`src/rtl/ddr_ctr_rd_check.sv`:
```
// ddr_ctr_rd_check
//
// Purpose:
//   Read-data checker placed downstream of a DDR-controller read-request
//   generator. Every AR handshake is snooped into a small command FIFO. Every
//   accepted R beat is checked against the head command:
//     - the data must equal the beat address, replicated across the data width;
//     - rresp must be OKAY;
//     - rlast must be set exactly on the final beat.
//   Errors are kept as sticky flags, with a saturating event counter and a
//   capture of the first failure.
//
// Handshake semantics:
//   - A command is taken when arvalid & arready are both high on a rising edge.
//     This block only observes the AR channel; it never stalls it.
//   - A beat is taken when rvalid & rready are both high on a rising edge.
//     rready is a registered output of this block.
//
// Ports:
//   clk, rstn         : clock, synchronous active-low reset
//   araddr/arlen      : snooped AR address / burst length (beats-1)
//   arvalid/arready   : snooped AR handshake
//   rdata/rresp/rlast : R channel payload
//   rvalid/rready     : R channel handshake (rready driven here)
//   busy              : command FIFO holds at least one command
//   err, err_flags    : sticky error summary and per-type flags
//                       [0] data, [1] rresp, [2] rlast, [3] unexpected beat,
//                       [4] command overflow
//   err_cnt           : error cycles, saturating
//   burst_cnt         : completed bursts, saturating
//   beat_cnt          : accepted beats, wrapping
//   first_err_addr    : address captured at the first error
//   first_err_data    : data captured at the first error
//
// Optional feature:
//   RD_CHECK_THROTTLE_EN. When defined, an 8-bit LFSR gates rready to apply
//   roughly 25% backpressure.

module ddr_ctr_rd_check #(
  parameter int DATA_W    = 32,
  parameter int CMD_DEPTH = 4,
  parameter int CNT_W     = 16
) (
  input  logic              clk,
  input  logic              rstn,
  input  logic [31:0]       araddr,
  input  logic [7:0]        arlen,
  input  logic              arvalid,
  input  logic              arready,
  input  logic [DATA_W-1:0] rdata,
  input  logic [1:0]        rresp,
  input  logic              rlast,
  input  logic              rvalid,
  output logic              rready,
  output logic              busy,
  output logic              err,
  output logic [4:0]        err_flags,
  output logic [CNT_W-1:0]  err_cnt,
  output logic [CNT_W-1:0]  burst_cnt,
  output logic [31:0]       beat_cnt,
  output logic [31:0]       first_err_addr,
  output logic [DATA_W-1:0] first_err_data
);

  localparam int PTR_W = $clog2(CMD_DEPTH);
  localparam int BYTES = DATA_W / 8;
  localparam int REP   = DATA_W / 32;

  // Command FIFO storage. The contents need no reset: the pointers define validity.
  logic [31:0]    fifo_addr_q [CMD_DEPTH];
  logic [7:0]     fifo_len_q  [CMD_DEPTH];
  logic [PTR_W:0] wr_ptr_q, wr_ptr_d;
  logic [PTR_W:0] rd_ptr_q, rd_ptr_d;
  logic [PTR_W:0] count;

  logic [7:0]        beat_idx_q, beat_idx_d;
  logic              rready_q, rready_d;
  logic [4:0]        err_flags_q, err_flags_d;
  logic [CNT_W-1:0]  err_cnt_q, err_cnt_d;
  logic [CNT_W-1:0]  burst_cnt_q, burst_cnt_d;
  logic [31:0]       beat_cnt_q, beat_cnt_d;
  logic [31:0]       first_addr_q, first_addr_d;
  logic [DATA_W-1:0] first_data_q, first_data_d;

`ifdef RD_CHECK_THROTTLE_EN
  logic [7:0] lfsr_q, lfsr_d;
`endif

  logic              fifo_empty, fifo_full;
  logic [31:0]       head_addr;
  logic [7:0]        head_len;
  logic [31:0]       beat_addr;
  logic [DATA_W-1:0] exp_data;
  logic              beat_acc, beat_chk, beat_unexp, at_end;
  logic              pop, ar_hs, push;
  logic [4:0]        new_flags;
  logic              beat_err;

  assign count      = wr_ptr_q - rd_ptr_q;
  assign fifo_empty = (count == '0);
  assign fifo_full  = (count == (PTR_W+1)'(CMD_DEPTH));
  assign head_addr  = fifo_addr_q[rd_ptr_q[PTR_W-1:0]];
  assign head_len   = fifo_len_q[rd_ptr_q[PTR_W-1:0]];
  assign beat_addr  = head_addr + (32'(beat_idx_q) * 32'(BYTES));
  assign exp_data   = {REP{beat_addr}};

  always_comb begin
    beat_acc   = rvalid & rready_q;
    beat_chk   = beat_acc & ~fifo_empty;
    // A push in the same cycle is not yet visible, so the beat is unexpected.
    beat_unexp = beat_acc & fifo_empty;
    at_end     = (beat_idx_q == head_len);
    // The burst ends at head_len or at an early rlast, whichever comes first.
    pop        = beat_chk & (at_end | rlast);
    ar_hs      = arvalid & arready;
    // A full FIFO still accepts a push if the head leaves in the same cycle.
    push       = ar_hs & (~fifo_full | pop);

    new_flags[0] = beat_chk & (rdata != exp_data);
    new_flags[1] = beat_chk & (rresp != 2'b00);
    new_flags[2] = beat_chk & (rlast != at_end);
    new_flags[3] = beat_unexp;
    new_flags[4] = ar_hs & ~push;
    beat_err     = |new_flags[2:0];

    wr_ptr_d    = push ? wr_ptr_q + 1'b1 : wr_ptr_q;
    rd_ptr_d    = pop  ? rd_ptr_q + 1'b1 : rd_ptr_q;
    beat_idx_d  = beat_idx_q;
    if (pop)           beat_idx_d = '0;
    else if (beat_chk) beat_idx_d = beat_idx_q + 8'd1;

    err_flags_d = err_flags_q | new_flags;
    err_cnt_d   = err_cnt_q;
    if ((|new_flags) && (err_cnt_q != '1)) err_cnt_d = err_cnt_q + 1'b1;
    burst_cnt_d = burst_cnt_q;
    if (pop && (burst_cnt_q != '1)) burst_cnt_d = burst_cnt_q + 1'b1;
    beat_cnt_d  = beat_acc ? beat_cnt_q + 32'd1 : beat_cnt_q;

    // The capture is armed while no flag has been seen yet. Beat errors take
    // priority over an unexpected beat, which takes priority over an overflow.
    first_addr_d = first_addr_q;
    first_data_d = first_data_q;
    if ((|new_flags) && (err_flags_q == 5'b0)) begin
      if (beat_err) begin
        first_addr_d = beat_addr;
        first_data_d = rdata;
      end else if (beat_unexp) begin
        first_addr_d = 32'h0;
        first_data_d = rdata;
      end else begin
        first_addr_d = araddr;
        first_data_d = '0;
      end
    end

`ifdef RD_CHECK_THROTTLE_EN
    // Fibonacci LFSR with taps 8,6,5,4. rready follows the next LFSR state,
    // so the registered rready always matches the current LFSR value.
    lfsr_d   = {lfsr_q[6:0], lfsr_q[7] ^ lfsr_q[5] ^ lfsr_q[4] ^ lfsr_q[3]};
    rready_d = (lfsr_d[1:0] != 2'b00);
`else
    rready_d = 1'b1;
`endif
  end

  always_ff @(posedge clk) begin
    if (!rstn) begin
      wr_ptr_q     <= '0;
      rd_ptr_q     <= '0;
      beat_idx_q   <= '0;
      rready_q     <= 1'b0;
      err_flags_q  <= '0;
      err_cnt_q    <= '0;
      burst_cnt_q  <= '0;
      beat_cnt_q   <= '0;
      first_addr_q <= '0;
      first_data_q <= '0;
`ifdef RD_CHECK_THROTTLE_EN
      lfsr_q       <= 8'hA5;
`endif
    end else begin
      wr_ptr_q     <= wr_ptr_d;
      rd_ptr_q     <= rd_ptr_d;
      beat_idx_q   <= beat_idx_d;
      rready_q     <= rready_d;
      err_flags_q  <= err_flags_d;
      err_cnt_q    <= err_cnt_d;
      burst_cnt_q  <= burst_cnt_d;
      beat_cnt_q   <= beat_cnt_d;
      first_addr_q <= first_addr_d;
      first_data_q <= first_data_d;
`ifdef RD_CHECK_THROTTLE_EN
      lfsr_q       <= lfsr_d;
`endif
    end
  end

  always_ff @(posedge clk) begin
    if (push) begin
      fifo_addr_q[wr_ptr_q[PTR_W-1:0]] <= araddr;
      fifo_len_q[wr_ptr_q[PTR_W-1:0]]  <= arlen;
    end
  end

  assign rready         = rready_q;
  assign busy           = ~fifo_empty;
  assign err            = |err_flags_q;
  assign err_flags      = err_flags_q;
  assign err_cnt        = err_cnt_q;
  assign burst_cnt      = burst_cnt_q;
  assign beat_cnt       = beat_cnt_q;
  assign first_err_addr = first_addr_q;
  assign first_err_data = first_data_q;

endmodule

```
`config.mk`:
```
export PLATFORM = sky130hd
export DESIGN_NAME = ddr_ctr_rd_check
export DESIGN_NICKNAME = d
export VERILOG_FILES = /design/src/rtl/ddr_ctr_rd_check.sv
export SDC_FILE = /design/constraint.sdc
export NUM_CORES = 1
export LEC_CHECK = 0
export ABC_AREA = 1
export ABC_CLOCK_PERIOD_IN_PS = 7200
export BUFFER_PORTS_ARGS = -buffer_cell sky130_fd_sc_hd__clkbuf_2
export CAP_MARGIN = 20
export CELL_PAD_IN_SITES_DETAIL_PLACEMENT = 0
export CELL_PAD_IN_SITES_GLOBAL_PLACEMENT = 1
export CORE_ASPECT_RATIO = 1.4
export CORE_UTILIZATION = 46
export CTS_CLUSTER_DIAMETER = 30
export DETAILED_ROUTE_END_ITERATION = 12
export PLACE_DENSITY = 0.85
export SYNTH_ARGS = -nofsm -noshare
export SYNTH_HDL_FRONTEND = slang
export SYNTH_SLANG_ARGS = --single-unit
```
`constraint.sdc`:
```
create_clock -name clk -period 7.2 [get_ports clk]
set_clock_uncertainty 0.1 [all_clocks]
set_input_delay 0.72 -clock clk [delete_from_list [all_inputs] [get_ports clk]]
set_output_delay 0.72 -clock clk [all_outputs]
set_load 0.02 [all_outputs]
```
-- Word level (Yosys, flattened, before mapping)
Memories as Yosys holds them, arrays and structs flattened. A register that Yosys moved wholly into a read port is not among the register bits.
Cells that the tools add are included.
- memory bits (writable): 160
- word-level logic and storage cells: 64
- input port bits: 80
- output and inout port bits: 136
- memories kept: 2
- flip-flop bits (word level): 148
- memories (name ; depth ; bits a word ; read ports ; clocked after Yosys merged registers in ; wr ports ; RTL line ; source):
    fifo_addr_q ; 4 ; 32 ; 1 ; 1 ; 1 ; 70 ; logic [31:0] fifo_addr_q [CMD_DEPTH];
    fifo_len_q ; 4 ; 8 ; 1 ; 1 ; 1 ; 71 ; logic [7:0] fifo_len_q [CMD_DEPTH];
- bitwise logic cells: 17
- add/sub/neg operators: 8
- equal/unequal tests: 6
- reduce and logical (&&, ||, !) cells: 10
- muxes and demuxes: 11
- operators with widths (kind ; count):
    $mux 32 ; 4
    $add 16x1->16 const B ; 2
    $add 32x1->32 const B ; 1
    $add 32x10->32 ; 1
    $ne 16x16->1 const B ; 2
    $ne 32x32->1 ; 1
    $and 1x1->1 ; 10
    $reduce_or 5->1 ; 2
    $add 8x1->8 const B ; 1
    $eq 8x8->1 ; 1
    $mux 2 ; 4
    $add 3x1->3 const B ; 2
    $logic_not 5->1 ; 1
    $or 5x5->5 ; 1
    $not 1->1 ; 4
    $eq 3x3->1 const B ; 1
    $logic_and 1x1->1 ; 3
    $logic_not 3->1 ; 1
    $mux 1 ; 3
    $reduce_or 3->1 ; 1
    $sub 3x3->3 ; 1
    $or 1x1->1 ; 2
    $reduce_bool 2->1 ; 1
    $reduce_or 2->1 ; 1
    $ne 1x1->1 ; 1

-- Logic depth before layout (Yosys ltp)
Gate-level depths: netlist of the first run.
- word-level depth: 11
- depth in mapped cells: 36

-- Worst setup path before layout of the first run
OpenSTA, ideal clock, no wires.
- kind: reg-to-reg
- start point: register (tool-made name)
- end point: register wr_ptr_q[2]
- clock period less this slack: 4.729 ns
- path buffers: 4
- arrival time: 4.511 ns
- setup time: 0.118 ns
- stages on the path, launching flop included: 17
- setup slack: 2.471 ns
- required time: 6.982 ns
- cells stage by stage: dfxtp_1 > buf_4 > buf_2 > clkbuf_1 > clkbuf_1 > nor2_1 > o22ai_1 > xor2_1 > nor4_1 > nand4_1 > ha_1 > nor2_1 > o31ai_1 > nor2_1 > nand2_1 > nand2_1 > o21ba_2
- RTL lines (what ; RTL line ; source):
    end signal: assignment ; 182 ; wr_ptr_q <= wr_ptr_d;
    end: declaration ; 72 ; logic [PTR_W:0] wr_ptr_q, wr_ptr_d;

==> results of run 1 <==
metal layers:
metal  up-vias  share of wire (%)  track usage (%)  routed length (um)
li1       6758                  -                -                   -
met3       104                6.2             5.20                2720
met1      6037                 37             28.9               16300
met2       387                 51             48.2               22600
met5         -              0.062                0                  27
met4         4                5.1             14.3                2240
cells by family (layout without fill, tap and decap cells):
kind of cell / count (synthesis) / after routing
buffers and inverters: 293 / 562
XOR/XNOR: 17 / 17
flip-flops: 310 / 310
adder cells (fa/ha/maj): 21 / 21
AO/OA/AOI/OAI: 210 / 210
other: 0 / 1
AND/OR/NAND/NOR: 1097 / 1097
how the worst max path moves through the flow:
stage,start,to,slack (ns),depth (start not counted)
floorplan,flop,wr_ptr_q[2],2.47,16
global placement,flop,first_err_data[15],1.43,27
detailed placement,flop,first_err_data[3],1.31,25
CTS,flop,first_err_data[3],1.26,25
global route,flop,first_err_data[21],0.54,27
finish,flop,first_err_data[8],1.27,25
per-stage QoR:
step | cells | setup slack [ns] | cell area, um^2 | hold slack (ns) | total power [mW]
after detailed placement | 2545 | 1.31 | 16500 | 0.357 | 3.17
final | 2658 | 1.27 | 18600 | 0.256 | 5.97
after CTS | 2656 | 1.26 | 18600 | 0.230 | 6.01
after global routing | 2657 | 0.536 | 18600 | 0.237 | 6.24
after floorplan | 1948 | 2.47 | 15100 | 0.346 | 2.82
after global placement | 2545 | 1.43 | 16500 | 0.350 | 3.16
area by class of cell:
type | instances | share of cell area (%)
flip-flops and latches | 310 | 42.0
multi-input cells | 1345 | 33.0
clock buffers | 67 | 8.21
repair buffers | 226 | 6.31
inverters | 225 | 4.56
well taps | 440 | 2.96
clock inverters | 44 | 2.95
diodes | 1 | 0.0135
power groups by stage:
stage	Combinational, mW	Sequential (mW)	Clock (mW)
2_1_floorplan	0.613	2.21	0
3_3_place_gp	1.05	2.10	0
3_5_place_dp	1.07	2.10	0
4_1_cts	1.07	2.07	2.87
5_1_grt	1.20	2.08	2.96
6_report	1.07	2.07	2.84
placed cells by master, fill, tap and decap left out, types with 3 or more instances in the layout:
master | synthesis | layout
sky130_fd_sc_hd__a21oi_1 | 81 | 81
sky130_fd_sc_hd__inv_6 | 0 | 12
sky130_fd_sc_hd__buf_4 | 5 | 11
sky130_fd_sc_hd__nand3_1 | 127 | 127
sky130_fd_sc_hd__a211oi_1 | 3 | 3
sky130_fd_sc_hd__nor2_2 | 4 | 4
sky130_fd_sc_hd__bufinv_16 | 0 | 9
sky130_fd_sc_hd__nand2_1 | 602 | 601
sky130_fd_sc_hd__nor2_1 | 274 | 270
sky130_fd_sc_hd__clkbuf_2 | 0 | 214
sky130_fd_sc_hd__clkbuf_16 | 0 | 59
sky130_fd_sc_hd__inv_2 | 3 | 3
sky130_fd_sc_hd__nand3b_1 | 15 | 15
sky130_fd_sc_hd__nand4_1 | 23 | 23
sky130_fd_sc_hd__clkinv_1 | 2 | 3
sky130_fd_sc_hd__edfxtp_1 | 160 | 160
sky130_fd_sc_hd__nor3b_1 | 3 | 3
sky130_fd_sc_hd__o21a_1 | 6 | 6
sky130_fd_sc_hd__clkinvlp_4 | 0 | 7
sky130_fd_sc_hd__o22ai_1 | 15 | 15
sky130_fd_sc_hd__nor4_1 | 8 | 8
sky130_fd_sc_hd__nor3_1 | 30 | 30
sky130_fd_sc_hd__clkinv_2 | 0 | 5
sky130_fd_sc_hd__or2_2 | 3 | 3
sky130_fd_sc_hd__xor2_1 | 14 | 14
sky130_fd_sc_hd__o21ai_0 | 93 | 93
sky130_fd_sc_hd__clkinv_4 | 0 | 8
sky130_fd_sc_hd__inv_1 | 219 | 219
sky130_fd_sc_hd__dfxtp_1 | 150 | 149
sky130_fd_sc_hd__nor2_4 | 2 | 6
sky130_fd_sc_hd__ha_1 | 20 | 20
sky130_fd_sc_hd__clkbuf_1 | 38 | 6
state kept, by name (all words and copies together), names as in the netlist, 8 cells and up, named ones only:
name and count:
beat_idx_q 8, fifo_addr_q 128, first_err_addr 32, first_err_data 32
beat_cnt 32, err_cnt 16, burst_cnt 16, fifo_len_q 32
critical path, stage by stage (launching register included):
cell and delay, ns:
sky130_fd_sc_hd__dfxtp_2 0.67, sky130_fd_sc_hd__buf_4 0.57, sky130_fd_sc_hd__o21ai_0 0.18, sky130_fd_sc_hd__o22ai_1 0.20, sky130_fd_sc_hd__ha_1 0.22, sky130_fd_sc_hd__inv_1 0.06, sky130_fd_sc_hd__fa_1 0.38, sky130_fd_sc_hd__inv_1 0.08
sky130_fd_sc_hd__nand3_1 0.08, sky130_fd_sc_hd__nand2_1 0.12, sky130_fd_sc_hd__nand2_1 0.06, sky130_fd_sc_hd__nand2_1 0.15, sky130_fd_sc_hd__nand3_1 0.14, sky130_fd_sc_hd__o21ai_0 0.34, sky130_fd_sc_hd__o21ai_1 0.10, sky130_fd_sc_hd__nor2_1 0.11
sky130_fd_sc_hd__nand2_1 0.06, sky130_fd_sc_hd__nor2_1 0.14, sky130_fd_sc_hd__nand3_1 0.15, sky130_fd_sc_hd__o21bai_4 0.24, sky130_fd_sc_hd__nand3_4 0.31, sky130_fd_sc_hd__nand2_4 0.61, sky130_fd_sc_hd__inv_2 0.42, sky130_fd_sc_hd__nand2_1 0.14
sky130_fd_sc_hd__nand2_1 0.05, sky130_fd_sc_hd__nor2_1 0.12
==> summary.txt, run 1 <==
Die
  – Die outline width: around 150 um
  – Standard-cell row count: between 70 and 80
  – Ports placed on the boundary: 216
  – Core outline area: 32,300 um^2
  – Effective utilization at floorplan: 46.7%
  – Height of the chip: between 200 and 250 um
  – DIE AREA: around 34,000 um^2

Synth
  – Leading area contributor after synthesis: sky130_fd_sc_hd__edfxtp_1
  – Sequential share of the synthesized area: 51.8%
  – Yosys warning total: 0
  – Post-Synthesis Cells: approximately 1,900
  – Asr flop ratio synth: 0%
  – Post-synthesis average cell area: approximately 7.7 um^2
  – Most frequent cell after synthesis: sky130_fd_sc_hd__nand2_1
  – Commonest cells in the synthesized netlist: sky130_fd_sc_hd__nand2_1, sky130_fd_sc_hd__nor2_1, sky130_fd_sc_hd__inv_1, sky130_fd_sc_hd__edfxtp_1, sky130_fd_sc_hd__dfxtp_1
  – Syn Std Cell Area: approximately 15,000 um^2
  – Multiplexer share of the synthesized area: 0%
  – Number of unique standard cell types used by synthesis: 45
  – Count of state elements after synthesis: 310
  – Most used flip-flop cell after synthesis: sky130_fd_sc_hd__edfxtp_1
  – Dominant combinational cell family by area after synthesis: simple AND/OR/NAND/NOR gates
  – EDFF count, synth: 160
  – Net Count, Synth: a little over 2,000
  – Synth Area in Simple Gates: about 30%
  – Share of the synthesized area in the top cell type: 31.9%
  – Cell types occupying the most area after synthesis: sky130_fd_sc_hd__edfxtp_1, sky130_fd_sc_hd__dfxtp_1, sky130_fd_sc_hd__nand2_1
  – Xor-xnor portion of the synthesized cell area: under 10%
  – Area fraction in compound gates after synthesis: 7.54%
  – Adder-cell share of the synthesized area: under 10%

Layout
  – Register area: around 7800 um^2
  – NumNets Final: 2,268
  – Multi-input gate area in the final layout: just over 6000 um^2
  – Final cell utilization of the core: roughly 58%
  – Share of layout cells above drive strength 1: between 10% and 20%
  – Synth-to-layout area growth: 23.3%
  – Filler Cell Count: ~3,000

Worst setup path
  – Worst flop-to-flop path endpoint: first_err_data[8]
  – R2R setup slack: about 1.3 ns
  – Launching element type of the critical path: flop
  – Data arrival time of the critical path: between 6 and 7 ns
  – Classification of the worst setup path: flop to flop
  – Required time of the critical path: approximately 7.6 ns
  – Max FO, Critical Path: 61
  – Number of cells on the worst reg-to-reg path: 25
  – Nature of the critical path endpoint: flop

Worst hold path
  – WHS Path Cells: 1
  – Type of the tightest min-delay check: input pin to flop
  – Worst-case hold path end point: fifo_len_q[1][0]
  – Beginning of the worst hold path: arlen[0]

Power and ir drop
  – Internal power of the cells: 4.18 mW
  – Clock group share of total power: a little under half
  – Net switching power: about 1.8 mW
  – Power density over the cells: roughly 320 nW/um^2
  – Peak supply drop: between 0.00015 and 0.0002 V
  – Switching part of the total: 30.0%
  – Static Leak: between 8 and 9 nW
  – Logic pwr share: between 15 and 20%
  – Share of total power in sequential cells: 34.6%

Detailed routing
  – Detailed Route Iter0 Violations: 830
  – Post-DRT Antenna Nets: 0
  – Routed wire length: ~44,000 um
  – Detail-routed via count per cell: 5.00
  – Post-route DRC violation count: 0
  – Average wire per standard cell: roughly 17 um
  – Routed vias: about 13,000
  – 1st-pass router iterations: 7

STA
  – Worst slew margin relative to its limit: between 20% and 30%
  – Setup TNS: 0 ns
  – Period Utilization, post-route: roughly 82%
  – Number of setup violations in the final report: 0
  – Worst-Margin Slew: 1.13 ns
  – Number of max-slew violations in the final report: 0
  – Final worst path period need: between 5 and 6 ns
  – Hold violation count in the final report: 0
  – Highest achievable clock rate: around 170 MHz
  – RSZ-0062 raised after global routing: no

Clock network
  – Clock-pin slew reported for the worst setup and hold paths after clock tree synthesis: around 0.050 ns
  – TritonCTS sink count: 310
  – # resized after CTS: 0
  – Clock tree from TritonCTS: built
  – H-tree depth: 2
  – Hold buffers post-CTS: 0
  – Worst skew pair latency: ~0.58 ns
  – Post-CTS setup repair buffer count: 0
  – Number of buffers added by the clock tree synthesis step: a little under 60
  – Longest Clk Path Bufs: 3
  – CTS root buffer: sky130_fd_sc_hd__clkbuf_16

Global route
  – Remaining Overflow, GRT: 0
  – Overall Global Routing Usage: about a quarter
  – Antenna violations before repair: 3
  – Largest net degree at the start of global routing: about 110
  – Vias in the first global route: 12,877
  – First-pass GRT wire length: approximately 68,000 um

Flow run
  – Count of max-cap constraint violations: 0

Placed design
  – Count of input and output buffers: around 220
  – Placer congestion estimate: 0.969
  – Estimated wirelength of the detail-placed design: between 30,000 and 40,000 um

Run status
  – Result of the run: finished, final reports clean
Power figures use the tool's default switching activity.
==> run 2, diff against run 1 <==
--- a/config.mk
+++ b/config.mk
@@ -6,16 +6,16 @@
 export NUM_CORES = 1
 export LEC_CHECK = 0
 export ABC_AREA = 1
-export ABC_CLOCK_PERIOD_IN_PS = 7200
+export ABC_CLOCK_PERIOD_IN_PS = 4850
 export BUFFER_PORTS_ARGS = -buffer_cell sky130_fd_sc_hd__clkbuf_2
 export CAP_MARGIN = 20
 export CELL_PAD_IN_SITES_DETAIL_PLACEMENT = 0
 export CELL_PAD_IN_SITES_GLOBAL_PLACEMENT = 1
 export CORE_ASPECT_RATIO = 1.4
-export CORE_UTILIZATION = 46
+export CORE_UTILIZATION = 38
 export CTS_CLUSTER_DIAMETER = 30
 export DETAILED_ROUTE_END_ITERATION = 12
-export PLACE_DENSITY = 0.85
+export PLACE_DENSITY = 0.75
 export SYNTH_ARGS = -nofsm -noshare
 export SYNTH_HDL_FRONTEND = slang
 export SYNTH_SLANG_ARGS = --single-unit
==> constraint.sdc (replaced) <==
create_clock -name clk -period 4.85 [get_ports clk]
set_clock_uncertainty 0.1 [all_clocks]
set_input_delay 0.485 -clock clk [delete_from_list [all_inputs] [get_ports clk]]
set_output_delay 0.485 -clock clk [all_outputs]
set_load 0.02 [all_outputs]
==> run 2 against run 1 <==
Against the previous run: setup slack got worse by 0.99 ns; critical endpoint is now err_cnt[0]; highest routed layer unchanged; flip-flop and latch count did not move; utilization fell by 9.5 points; clock power rose by 48%; combinational power rose by 53%.
==> summary.txt, run 2 (synthesis gave the netlist of run 1 again) <==
Clock network
  – Hold buffers post-CTS: 0
  – Clock tree from TritonCTS: built
  – TritonCTS sink count: slightly above 300
  – Clock-pin slew reported for the worst setup and hold paths after clock tree synthesis: roughly 0.060 ns
  – Worst skew pair latency: between 0.5 and 0.6 ns
  – H-tree depth: 2
  – CTS root buffer: sky130_fd_sc_hd__clkbuf_16
  – Number of buffers added by the clock tree synthesis step: 59
  – Longest Clk Path Bufs: 3

Worst setup path
  – Worst flop-to-flop path endpoint: err_cnt[0]
  – Launching element type of the critical path: flop
  – Required time of the critical path: around 5.3 ns
  – R2R setup slack: around 0.28 ns
  – Data arrival time of the critical path: 4.98 ns
  – Max FO, Critical Path: between 50 and 60
  – Classification of the worst setup path: flop to flop
  – Number of cells on the worst reg-to-reg path: 20
  – Nature of the critical path endpoint: flop

Global route
  – Remaining Overflow, GRT: 0
  – Largest net degree at the start of global routing: 99
  – Vias in the first global route: between 10,000 and 15,000
  – Overall Global Routing Usage: 23.1%
  – Antenna violations before repair: 3
  – First-pass GRT wire length: around 71,000 um

STA
  – Setup TNS: 0 ns
  – Final critical-path setup slack: between 0.2 and 0.3 ns
  – Hold violation count in the final report: 0
  – Number of setup violations in the final report: 0
  – Final worst path period need: 4.57 ns
  – Worst-Margin Slew: approximately 1.1 ns
  – Worst slew margin relative to its limit: a little over a quarter
  – Period Utilization, post-route: between 90 and 100%
  – Number of max-slew violations in the final report: 0
  – Post-Route Hold Slack: a little over 0.03 ns
  – RSZ-0062 raised after global routing: no
  – Highest achievable clock rate: 219 MHz

Power and ir drop
  – Net switching power: approximately 2.6 mW
  – Logic pwr share: between 10% and 20%
  – Switching part of the total: a little under 30%
  – Share of total power in sequential cells: between 30 and 40%
  – Static Leak: roughly 8.4 nW
  – Peak supply drop: 0.000283 V
  – Internal power of the cells: ~6.3 mW
  – Clock group share of total power: between 40% and 50%
  – Power density over the cells: 471 nW/um^2

Placed design
  – Count of input and output buffers: approximately 220
  – Minimum setup slack after placement: ~0.24 ns
  – Instance area at placement: between 15,000 and 20,000 um^2
  – Placer congestion estimate: about 0.93
  – Estimated wirelength of the detail-placed design: between 30,000 and 40,000 um

Die
  – Standard-cell row count: 86
  – Core outline area: between 30,000 and 40,000 um^2
  – Ports placed on the boundary: approximately 220
  – DIE AREA: between 40,000 and 50,000 um^2
  – Height of the chip: 238 um
  – Die outline width: 170 um
  – Effective utilization at floorplan: a little under two fifths

Layout
  – Design Area, Final: roughly 19,000 um^2
  – Synth-to-layout area growth: 25.1%
  – NumNets Final: 2,278
  – Leading cell type in the layout, fill and taps excluded: sky130_fd_sc_hd__nand2_1
  – Share of layout cells above drive strength 1: 16.3%
  – Most frequent cells in the layout: sky130_fd_sc_hd__nand2_1, sky130_fd_sc_hd__nor2_1, sky130_fd_sc_hd__inv_1
  – Filler Cell Count: about 3,900
  – Flip-flop count of the largest register, all copies and words added: approximately 130

Flow run
  – Count of max-cap constraint violations: 0

Detailed routing
  – Detail-routed via count per cell: 4.86
  – Routed vias: between 10,000 and 15,000
  – Detailed Route Iter0 Violations: 734
  – Post-DRT Antenna Nets: 0
  – Post-route DRC violation count: 0
  – 1st-pass router iterations: 5
  – Average wire per standard cell: ~17 um
  – Routed wire length: ~46,000 um

Worst hold path
  – Type of the tightest min-delay check: input pin to flop
  – Beginning of the worst hold path: arlen[3]
  – Worst-case hold path end point: fifo_len_q[0][3]
  – WHS Path Cells: 1

Run status
  – Result of the run: finished, final reports clean
-- run 2: changes by cell type in the layout (fill, tap and decap cells not counted), moves of 4 or more --
cell,change
sky130_fd_sc_hd__clkinv_2,+5
sky130_fd_sc_hd__buf_12,+7
sky130_fd_sc_hd__inv_6,-7
sky130_fd_sc_hd__clkbuf_8,+4
-- run 2: layout make-up --
class | count | area (um^2) | share of cell area [%]
Sequential cell | 310 | 7810 | 41.4
Multi-Input combinational cell | 1345 | 6140 | 32.5
Clock buffer | 70 | 1580 | 8.37
Timing Repair Buffer | 236 | 1340 | 7.11
Inverter | 225 | 851 | 4.51
Tap cell | 528 | 661 | 3.50
Clock inverter | 39 | 482 | 2.55
Antenna cell | 1 | 2.50 | 0.0133
-- run 2: stage by stage --
stage | utilization, % | power (mW) | cells
after detailed placement | 42.7 | 4.77 | 2643
after floorplan | - | 4.18 | 1948
final | 48.0 | 8.89 | 2754
after CTS | 48.0 | 8.99 | 2752
after global placement | 42.7 | 4.75 | 2643
after global routing | 48.0 | 9.31 | 2754
-- run 2: worst max path at each step --
stage	end	cells after the start	startpoint	slack, ns
finish	err_cnt[0]	20	flop	0.28
global route	first_err_addr[19]	26	flop	0.005
CTS	first_err_data[24]	26	flop	0.20
detailed placement	first_err_data[28]	26	flop	0.24
global placement	first_err_data[28]	26	flop	0.27
floorplan	wr_ptr_q[2]	16	flop	0.12
-- run 2: metal layers --
metal	wire (um)	track usage, %
met5	18	0
met4	2120	11.8
met3	2500	4.36
met2	24000	42.4
met1	17500	24.8
-- run 2: repair_timing --
item                                    in CTS  in global routing
setup buffers                                0                  0
gates resized for setup                      0                  5
endpoints found under the setup margin       0                 34
-- run 2: power by group through the flow --
stage | Sequential [mW] | Combinational (mW) | Clock, mW
after floorplan | 3.27 | 0.910 | 0
after global placement | 3.11 | 1.64 | 0
after detailed placement | 3.12 | 1.65 | 0
after CTS | 3.07 | 1.66 | 4.26
after global routing | 3.08 | 1.83 | 4.40
final | 3.06 | 1.64 | 4.19
-- run 2: critical path, cell delays in order (launching register included) --
cell and delay [ns]:
sky130_fd_sc_hd__dfxtp_2 0.37, sky130_fd_sc_hd__inv_4 0.17, sky130_fd_sc_hd__buf_4 0.51, sky130_fd_sc_hd__o21ai_0 0.18
sky130_fd_sc_hd__o22ai_1 0.23, sky130_fd_sc_hd__xor2_1 0.11, sky130_fd_sc_hd__nor4_1 0.38, sky130_fd_sc_hd__nand4_1 0.35
sky130_fd_sc_hd__ha_1 0.31, sky130_fd_sc_hd__nor2_1 0.34, sky130_fd_sc_hd__inv_1 0.28, sky130_fd_sc_hd__nand3_1 0.22
sky130_fd_sc_hd__nand2_1 0.07, sky130_fd_sc_hd__inv_1 0.09, sky130_fd_sc_hd__nand3_4 0.09, sky130_fd_sc_hd__buf_4 0.24
sky130_fd_sc_hd__nand2_1 0.13, sky130_fd_sc_hd__inv_1 0.08, sky130_fd_sc_hd__nand2_1 0.06, sky130_fd_sc_hd__nand2_1 0.05
sky130_fd_sc_hd__nor2_1 0.11
